File: config.mk
export PLATFORM = sky130hd
export DESIGN_NAME = usb_fs_tx_serializer
export DESIGN_NICKNAME = d
export VERILOG_FILES = /design/src/rtl/usb_fs_tx_serializer.sv
export SDC_FILE = /design/constraint.sdc
export NUM_CORES = 1
export LEC_CHECK = 0
export BUFFER_PORTS_ARGS = -buffer_cell sky130_fd_sc_hd__buf_4
export CAP_MARGIN = 30
export CORE_ASPECT_RATIO = 1.1
export CORE_UTILIZATION = 45
export CTS_CLUSTER_SIZE = 8
export DETAILED_ROUTE_END_ITERATION = 8
export MAX_ROUTING_LAYER = met4
export PLACE_DENSITY_LB_ADDON = 0.12
export SETUP_SLACK_MARGIN = 0.2
export SYNTH_ARGS = -nofsm -noshare
export SYNTH_HDL_FRONTEND = slang
export SYNTH_SLANG_ARGS = --single-unit
File: constraint.sdc
create_clock -name clk_i -period 2.4 [get_ports clk_i]
set_input_delay 0.36 -clock clk_i [delete_from_list [all_inputs] [get_ports clk_i]]
set_output_delay 0.36 -clock clk_i [all_outputs]
set_load 0.01 [all_outputs]
File: src/rtl/usb_fs_tx_serializer.sv
// Full-speed USB line transmitter: SYNC, NRZI, bit stuffing, LSB-first bytes, then EOP.
// Define USB_TX_CRC16_EN to append a CRC16 after the data bytes when tx_crc16_i is set at start.
module usb_fs_tx_serializer #(
  parameter int CLKS_PER_BIT = 4
) (
  input  logic       clk_i,
  input  logic       rst_i,
  input  logic [7:0] tx_data_i,
  input  logic       tx_valid_i,
  output logic       tx_ready_o,
  input  logic       tx_crc16_i,
  output logic       dp_tx_o,
  output logic       dn_tx_o,
  output logic       tx_oe_o,
  output logic       tx_busy_o
);

  localparam int CW = (CLKS_PER_BIT > 2) ? $clog2(CLKS_PER_BIT) : 1;
  localparam logic [CW-1:0] SLOT_LAST = CW'(CLKS_PER_BIT - 1);
  localparam logic [CW-1:0] SLOT_PRE  = CW'(CLKS_PER_BIT - 2);

  typedef enum logic [2:0] {
    IDLE    = 3'd0,
    SYNC    = 3'd1,
    DATA    = 3'd2,
    CRC_LO  = 3'd3,
    CRC_HI  = 3'd4,
    EOP_SE0 = 3'd5,
    EOP_J   = 3'd6
  } state_t;

  state_t         state;
  state_t         nstate;
  logic [CW-1:0]  cnt;
  logic [2:0]     bit_idx;
  logic [2:0]     nidx;
  logic [7:0]     shreg;
  logic [7:0]     load_byte;
  logic [2:0]     ones;
  logic           line;
  logic           nl;
  logic           send;
  logic           sbit;
  logic           load;
  logic           eop_cnt;
  logic           rdy_next;
  logic           slot_end;

`ifdef USB_TX_CRC16_EN
  logic [15:0]    crc;
  logic           crc_en;

  // Reflected CRC16 (poly 0xA001), one byte LSB first.
  function automatic logic [15:0] crc16_byte(input logic [15:0] c, input logic [7:0] d);
    logic [15:0] r;
    r = c;
    for (int i = 0; i < 8; i++) begin
      if (r[0] ^ d[i]) begin
        r = (r >> 1) ^ 16'hA001;
      end else begin
        r = r >> 1;
      end
    end
    return r;
  endfunction
`else
  logic unused_crc_sel;
  assign unused_crc_sel = tx_crc16_i;
`endif

  assign slot_end = (cnt == SLOT_LAST);

  // Decide what the next bit slot carries: stuff bit, next bit, next byte or end of payload.
  always_comb begin
    nstate    = state;
    send      = 1'b0;
    sbit      = 1'b0;
    nidx      = bit_idx;
    load      = 1'b0;
    load_byte = shreg;
    case (state)
      SYNC, DATA, CRC_LO, CRC_HI: begin
        if (ones == 3'd6) begin
          send = 1'b1;
          sbit = 1'b0;
        end else if (bit_idx != 3'd7) begin
          send = 1'b1;
          nidx = bit_idx + 3'd1;
          sbit = shreg[nidx];
        end else if (((state == SYNC) || (state == DATA)) && tx_ready_o) begin
          nstate    = DATA;
          send      = 1'b1;
          load      = 1'b1;
          load_byte = tx_data_i;
          sbit      = tx_data_i[0];
          nidx      = 3'd0;
`ifdef USB_TX_CRC16_EN
        end else if ((state == DATA) && crc_en) begin
          nstate    = CRC_LO;
          send      = 1'b1;
          load      = 1'b1;
          load_byte = ~crc[7:0];
          sbit      = ~crc[0];
          nidx      = 3'd0;
        end else if (state == CRC_LO) begin
          nstate    = CRC_HI;
          send      = 1'b1;
          load      = 1'b1;
          load_byte = ~crc[15:8];
          sbit      = ~crc[8];
          nidx      = 3'd0;
`endif
        end else begin
          nstate = EOP_SE0;
        end
      end
      default: begin
        nstate = state;
      end
    endcase
    nl = sbit ? line : ~line;
  end

  // The handshake pulse lands in the final clock of the slot that closes SYNC or a byte.
  always_comb begin
    rdy_next = ((state == SYNC) || (state == DATA)) && (cnt == SLOT_PRE) &&
               (bit_idx == 3'd7) && (ones != 3'd6) && tx_valid_i;
  end

  // Transmit FSM with registered pad, handshake and status outputs.
  always_ff @(posedge clk_i or posedge rst_i) begin
    if (rst_i) begin
      state      <= IDLE;
      cnt        <= '0;
      bit_idx    <= 3'd0;
      shreg      <= 8'h00;
      ones       <= 3'd0;
      line       <= 1'b1;
      eop_cnt    <= 1'b0;
      dp_tx_o    <= 1'b1;
      dn_tx_o    <= 1'b0;
      tx_oe_o    <= 1'b0;
      tx_busy_o  <= 1'b0;
      tx_ready_o <= 1'b0;
`ifdef USB_TX_CRC16_EN
      crc        <= 16'hFFFF;
      crc_en     <= 1'b0;
`endif
    end else begin
      tx_ready_o <= rdy_next;
      case (state)
        IDLE: begin
          cnt     <= '0;
          eop_cnt <= 1'b0;
          if (tx_valid_i) begin
            // SYNC bit 0 is a zero, so the line leaves J for K immediately.
            state     <= SYNC;
            tx_oe_o   <= 1'b1;
            tx_busy_o <= 1'b1;
            shreg     <= 8'h80;
            bit_idx   <= 3'd0;
            ones      <= 3'd0;
            line      <= 1'b0;
            dp_tx_o   <= 1'b0;
            dn_tx_o   <= 1'b1;
`ifdef USB_TX_CRC16_EN
            crc       <= 16'hFFFF;
            crc_en    <= tx_crc16_i;
`endif
          end
        end
        SYNC, DATA, CRC_LO, CRC_HI: begin
          if (slot_end) begin
            cnt   <= '0;
            state <= nstate;
            if (send) begin
              line    <= nl;
              dp_tx_o <= nl;
              dn_tx_o <= ~nl;
              ones    <= sbit ? (ones + 3'd1) : 3'd0;
              bit_idx <= nidx;
              if (load) begin
                shreg <= load_byte;
              end
`ifdef USB_TX_CRC16_EN
              if (load && (state == DATA) && (nstate == DATA)) begin
                crc <= crc16_byte(crc, tx_data_i);
              end
`endif
            end else begin
              dp_tx_o <= 1'b0;
              dn_tx_o <= 1'b0;
              eop_cnt <= 1'b0;
            end
          end else begin
            cnt <= cnt + CW'(1);
          end
        end
        EOP_SE0: begin
          if (slot_end) begin
            cnt <= '0;
            if (eop_cnt) begin
              state   <= EOP_J;
              line    <= 1'b1;
              dp_tx_o <= 1'b1;
              dn_tx_o <= 1'b0;
            end else begin
              eop_cnt <= 1'b1;
            end
          end else begin
            cnt <= cnt + CW'(1);
          end
        end
        EOP_J: begin
          if (slot_end) begin
            cnt       <= '0;
            state     <= IDLE;
            tx_oe_o   <= 1'b0;
            tx_busy_o <= 1'b0;
          end else begin
            cnt <= cnt + CW'(1);
          end
        end
        default: begin
          state     <= IDLE;
          cnt       <= '0;
          line      <= 1'b1;
          dp_tx_o   <= 1'b1;
          dn_tx_o   <= 1'b0;
          tx_oe_o   <= 1'b0;
          tx_busy_o <= 1'b0;
        end
      endcase
    end
  end

endmodule
# After elaboration in Yosys (flattened, before gate mapping)

Index checks and enable logic that the tools add are counted.

Add/sub/neg operators: 3
Multipliers: 0
Div/mod/pow operators: 0
$lt $le $gt $ge: 1
Equal/unequal tests: 24
Shift-type cells: 0
Multiplexer cells: 65
Bitwise logic cells: 4
Reduce and logical (&&, ||, !) cells: 20

Operator list:

| operator              | number |
|---|---|
| $mux W8               | 7 |
| $mux W3               | 17 |
| $mux W1               | 29 |
| $ne A2 B2 Y1 const B  | 11 |
| $pmux W8 S2           | 1 |
| $eq A3 B3 Y1 const B  | 5 |
| $pmux W1 S4           | 3 |
| $pmux W3 S2           | 2 |
| $pmux W3 S4           | 1 |
| $reduce_and A6 Y1     | 2 |
| $ne A3 B3 Y1 const B  | 3 |
| $reduce_and A4 Y1     | 2 |
| $reduce_and A8 Y1     | 1 |
| $reduce_and A7 Y1     | 1 |
| $add A3 B1 Y3 const B | 2 |
| $eq A3 B2 Y1 const B  | 2 |
| $pmux W1 S3           | 2 |
| $reduce_or A6 Y1      | 1 |
| $logic_and A1 B1 Y1   | 5 |
| $reduce_and A5 Y1     | 1 |
| $reduce_or A5 Y1      | 1 |
| $eq A2 B2 Y1 const B  | 2 |
| $lt A3 B4 Y1 const B  | 1 |
| $mux W2               | 2 |
| 10 further kinds      | 13 |

Flip-flop bits (word level): 25
Latch bits: 0
RAM bits: 0
Memory bits (read-only): 0
Bits of input ports: 12
Output and inout bits: 5
Logic and storage cells: 128
Memories kept: 0

# Logic depth before layout (Yosys ltp)

Depth in word-level cells: 12
Depth in mapped cells: 8
Depth with buffers taken out: 7

# Worst setup path after synthesis

No wires, ideal clock.

Path type: reg2reg
Start point: reg state[1]
End point: reg bit_idx[0]
Setup time: 0.125 ns
Arrival: 1.970 ns
Data required time: 2.275 ns
Slack: 0.305 ns
Stages on the path, launching flop included: 8
Buffers on the path: 0
Clock period less this slack: 2.095 ns
Cells stage by stage: dfrtp_1 inv_1 ha_1 o21ba_4 nand2_2 a221o_1 a211o_1 mux2_4

Cells in the longest elaborated chain, start to end: 9
Elaborated cells between the ends (all ways): 20
Those cells by class: 9 x eq/ne; 5 x mux; 6 x reduce/logical

Ends and longest elaborated chain:

| element                                      | RTL line    | text |
|---|---|---|
| from (decl)                                  | 32          | `state_t state;` |
| from (signal assigned)                       | 175         | `state <= nstate;` |
| $eq A3 B1 Y1 or $eq A3 B2 Y1 (tied branches) | 81, 90, 151 |  |
| $logic_or A1 B1 Y1                           | 90          | `end else if (((state == SYNC) \|\| (state == DATA)) && tx_ready_o) begin` |
| $logic_and A1 B1 Y1                          | 90          |  |
| $mux W1                                      | 90          |  |
| $mux W1                                      | 86          | `end else if (bit_idx != 3'd7) begin` |
| $mux W1                                      | 83          | `if (ones == 3'd6) begin` |
| $mux W1                                      | 81          | `case (state)` |
| $ne A2 B2 Y1 (no line)                       | n/a         |  |
| $reduce_and A6 Y1 (no line)                  | n/a         |  |
| to (signal assigned)                         | 181         | `bit_idx <= nidx;` |
| to (decl)                                    | 35          | `logic [2:0] bit_idx;` |

Several ways; a longest one is shown, not always the timed one.
A chain may end at the register's enable or synchronous reset.

# Worst setup path after layout

Start point: reg state[0]
End point: reg ones[0]

Cells in the longest elaborated chain, start to end: 11
Elaborated cells between the ends (all ways): 25
Those cells by class: 7 x eq/ne; 12 x mux; 6 x reduce/logical

Ends and longest elaborated chain:

| element                                      | RTL line    | text |
|---|---|---|
| $eq A3 B1 Y1 or $eq A3 B2 Y1 (tied branches) | 81, 90, 151 |  |
| $logic_or A1 B1 Y1                           | 90          |  |
| $logic_and A1 B1 Y1                          | 90          |  |
| $mux W1                                      | 90          |  |
| $mux W1                                      | 86          |  |
| $mux W1                                      | 83          |  |
| $mux W1                                      | 81          |  |
| $mux W3                                      | 180         | `ones <= sbit ? (ones + 3'd1) : 3'd0;` |
| $mux W3                                      | 176         | `if (send) begin` |
| $mux W3                                      | 173         | `if (slot_end) begin` |
| $pmux W3 S2                                  | 151         | `case (state)` |
| to (signal assigned)                         | 180         |  |
| to (decl)                                    | 39          | `logic [2:0] ones;` |

Several ways; a longest one is shown, not always the timed one. The select of a mux whose other input is x is not followed.

==> qor.yml <==
final_layout:
  area_delta_synth_final_pct: 20.5
  ff_latch_area_um2: 629
  fin_area_um2: 1920
  nNetsFinal: 211
  antenna_cells: 0
  fill_cells: 320
  layout_commonest_cell: "buf_4"
  drive_above_1_share_pct: 29.8
  final_cell_mix: "buf_4 (24), nand2_1 (23), dfrtp_1 (22)"
  multi_input_area_um2: 985
  fin_cells: 236
critical_path:
  crit_path_end_kind: "flop"
  crit_arrival_ps: 2370
  r2r_slack_ps: 240
  regToRegEndpoint: "ones[0]"
  cp-start-kind: "flop"
  cp_max_fo: 6
  cp.required_ps: 2610
  r2r_cells: 6
  worstSetupPathType: "flop to flop"
  r2r-start: "state[0]"
grt:
  antenna_found_initial: 0
  grt_max_degree: 26
  grt_pass1_wl_um: 5760
  overflow: 0
  track_usage_pct: 20.2
  grt_pass1_vias: 1246
detailed_routing:
  avgRoutedWirePerCell_um: 13.9
  dr_total_vias: 1294
  ant_nets: 0
  drt_iter0_drc: 34
  firstDrtPassIters: 4
  post-route-drc-count: 0
  finalWirelength_um: 3290
  via_per_inst: 5.48
clocking:
  clkSlewWorstSetupHoldPaths_ps: 130
  cts.htree.levels: 1
  cts_buffers: 3
  clkSinkCount: 25
  clock_latency_ps: 310
  cts_buffer_depth: 2
  clockRootBuffer: "clkbuf_4"
  cts_hold_buf: 0
  cts_tree: "done"
synth:
  synth_cells: 165
  syn_nets: 187
  synth_ff_type: "dfrtp_1"
  yosysWarningCount: 0
  synth-edff-count: 0
  syn-cell-area_um2: 1590
  ys_seq_elements: 25
  ys_types: 52
  syn_area_per_cell_um2: 9.66
  ys_seq_area_share_pct: 39.4
  async_flop_share_pct: 100
placed_design:
  gp_congestion: 0.904
  port_buffers: 15
  place_hpwl_um: 2450
  dpl_cell_area_um2: 1780
  placed_cells: 228
sta:
  fin_crit_ps: 2160
  setup_viol: 0
  fin_tns_setup_ps: 0
  fmax_mhz: 463
  hold_slack_ps: 85.9
  rsz0062_at_grt: "true"
  worst_pin_slew_ps: 467
  max_slew_margin_pct: 68.9
  hold_viol: 0
  clock_skew_ps: 1.91
  fin_crit_sh_pct: 90.0
  finalMaxSlewViolations: 0
floorplanning:
  rows: 22
  coreArea_um2: 3360
  io-pin-count: 17
  start_util_pct: 47.5
  die_y_um: 64.4
  chipWidth_um: 58.7
  die_area_um2: 3780
run:
  cap_violations: 0
pwr:
  ir_worst_vdd_mv: 0.537
  power_density_nw_per_um2: 1300
  leakage_nw: 0.857
  p_total_mw: 2.50
min_path:
  hold_path.class: "input port to async pin"
run_status:
  status: "completed"
## layout make-up
type,instances,share of cell area [%]
multi-input combinational,125,51.3
sequential,25,32.8
timing repair buffer,24,9.38
tap,48,3.13
inverter,10,2.08
clock buffer,4,1.37
## critical path, cell delays in order, from the launching register on
cell     delay [ps]
dfrtp_2         490
ha_1            270
or4_1           580
nand2_2         170
o31ai_2         100
and2_4          180
mux2_2          270
## state kept, by name (all words and copies together) (netlist names)
name	cells
shreg	8
bit_idx	3
ones	3
state	3
cnt	2
dn_tx_o	1
dp_tx_o	1
eop_cnt	1
line	1
tx_busy_o	1
tx_ready_o	1
## report_power, final
group / leakage, nW / switching (mW) / internal [mW] / total [mW]
logic: 0.524 / 0.796 / 0.764 / 1.56
registers: 0.318 / 0.155 / 0.601 / 0.756
clock network: 0.0150 / 0.122 / 0.0648 / 0.187
total: 0.857 / 1.07 / 1.43 / 2.50
## worst max-delay path by stage
stage	start	cells past startpoint	endpoint
detailed placement	state[1]	7	state[1]
floorplan	state[1]	7	bit_idx[0]
CTS	state[0]	6	state[1]
global route	state[0]	6	state[1]
finish	state[0]	6	ones[0]
global placement	state[1]	7	state[1]
## layer usage
metal | share of wire [%] | up-vias | global-route usage [%]
li1 | - | 636 | -
met5 | 0 | - | -
met2 | 49 | 30 | 32.0
met4 | 0.64 | 0 | 5.95
met1 | 47 | 626 | 27.3
met3 | 4.2 | 2 | 2.00
## cells in the mapped netlist, types with 2 or more instances
master / instances / share of area (%)
mux2_4: 2 / 1.9
nand2_1: 23 / 5.4
ha_1: 10 / 7.8
and4_1: 2 / 1.1
o32a_1: 2 / 1.3
a21oi_1: 3 / 0.94
nor2b_1: 4 / 1.6
o21ai_0: 11 / 3.5
nor3_1: 5 / 1.6
inv_1: 10 / 2.4
dfstp_2: 2 / 3.3
nand2_2: 2 / 0.78
o211ai_1: 2 / 0.94
o21ai_1: 3 / 0.94
nor2_1: 11 / 2.6
a31oi_1: 2 / 0.78
a211o_1: 2 / 1.1
nand3_1: 3 / 0.94
a221o_1: 2 / 1.3
clkbuf_1: 2 / 0.47
dfrtp_1: 23 / 36
mux2_2: 2 / 1.4
a32oi_1: 2 / 1.1
nand2b_1: 3 / 1.2
mux2i_1: 5 / 3.1
## kinds of logic (layout without fill, tap and decap cells)
kind of cell | count (synthesis) | count (layout) | synth area share [%]
AOI/OAI and AO/OA | 42 | 42 | 20.2
muxes | 11 | 11 | 8.56
DFF | 25 | 25 | 39.4
xor gates and xnor gates | 1 | 1 | 1.02
adders and majority gates | 10 | 10 | 7.85
buffers and inverters | 15 | 38 | 3.85
and+or+nand+nor | 61 | 61 | 19.2
## per-stage QoR
stage	util, %	setup slack (ps)
after global routing	57.2	171
final	57.2	241
after global placement	53.0	167
after floorplan	-	305
after detailed placement	53.0	157
after CTS	54.5	217
## what timing repair did
item	4_1_cts	5_1_grt
setup endpoints to repair	6	8
pin swaps	1	2
gates resized for setup	3	15
buffers inserted	2	2
(Power assumes the default switching activity.)
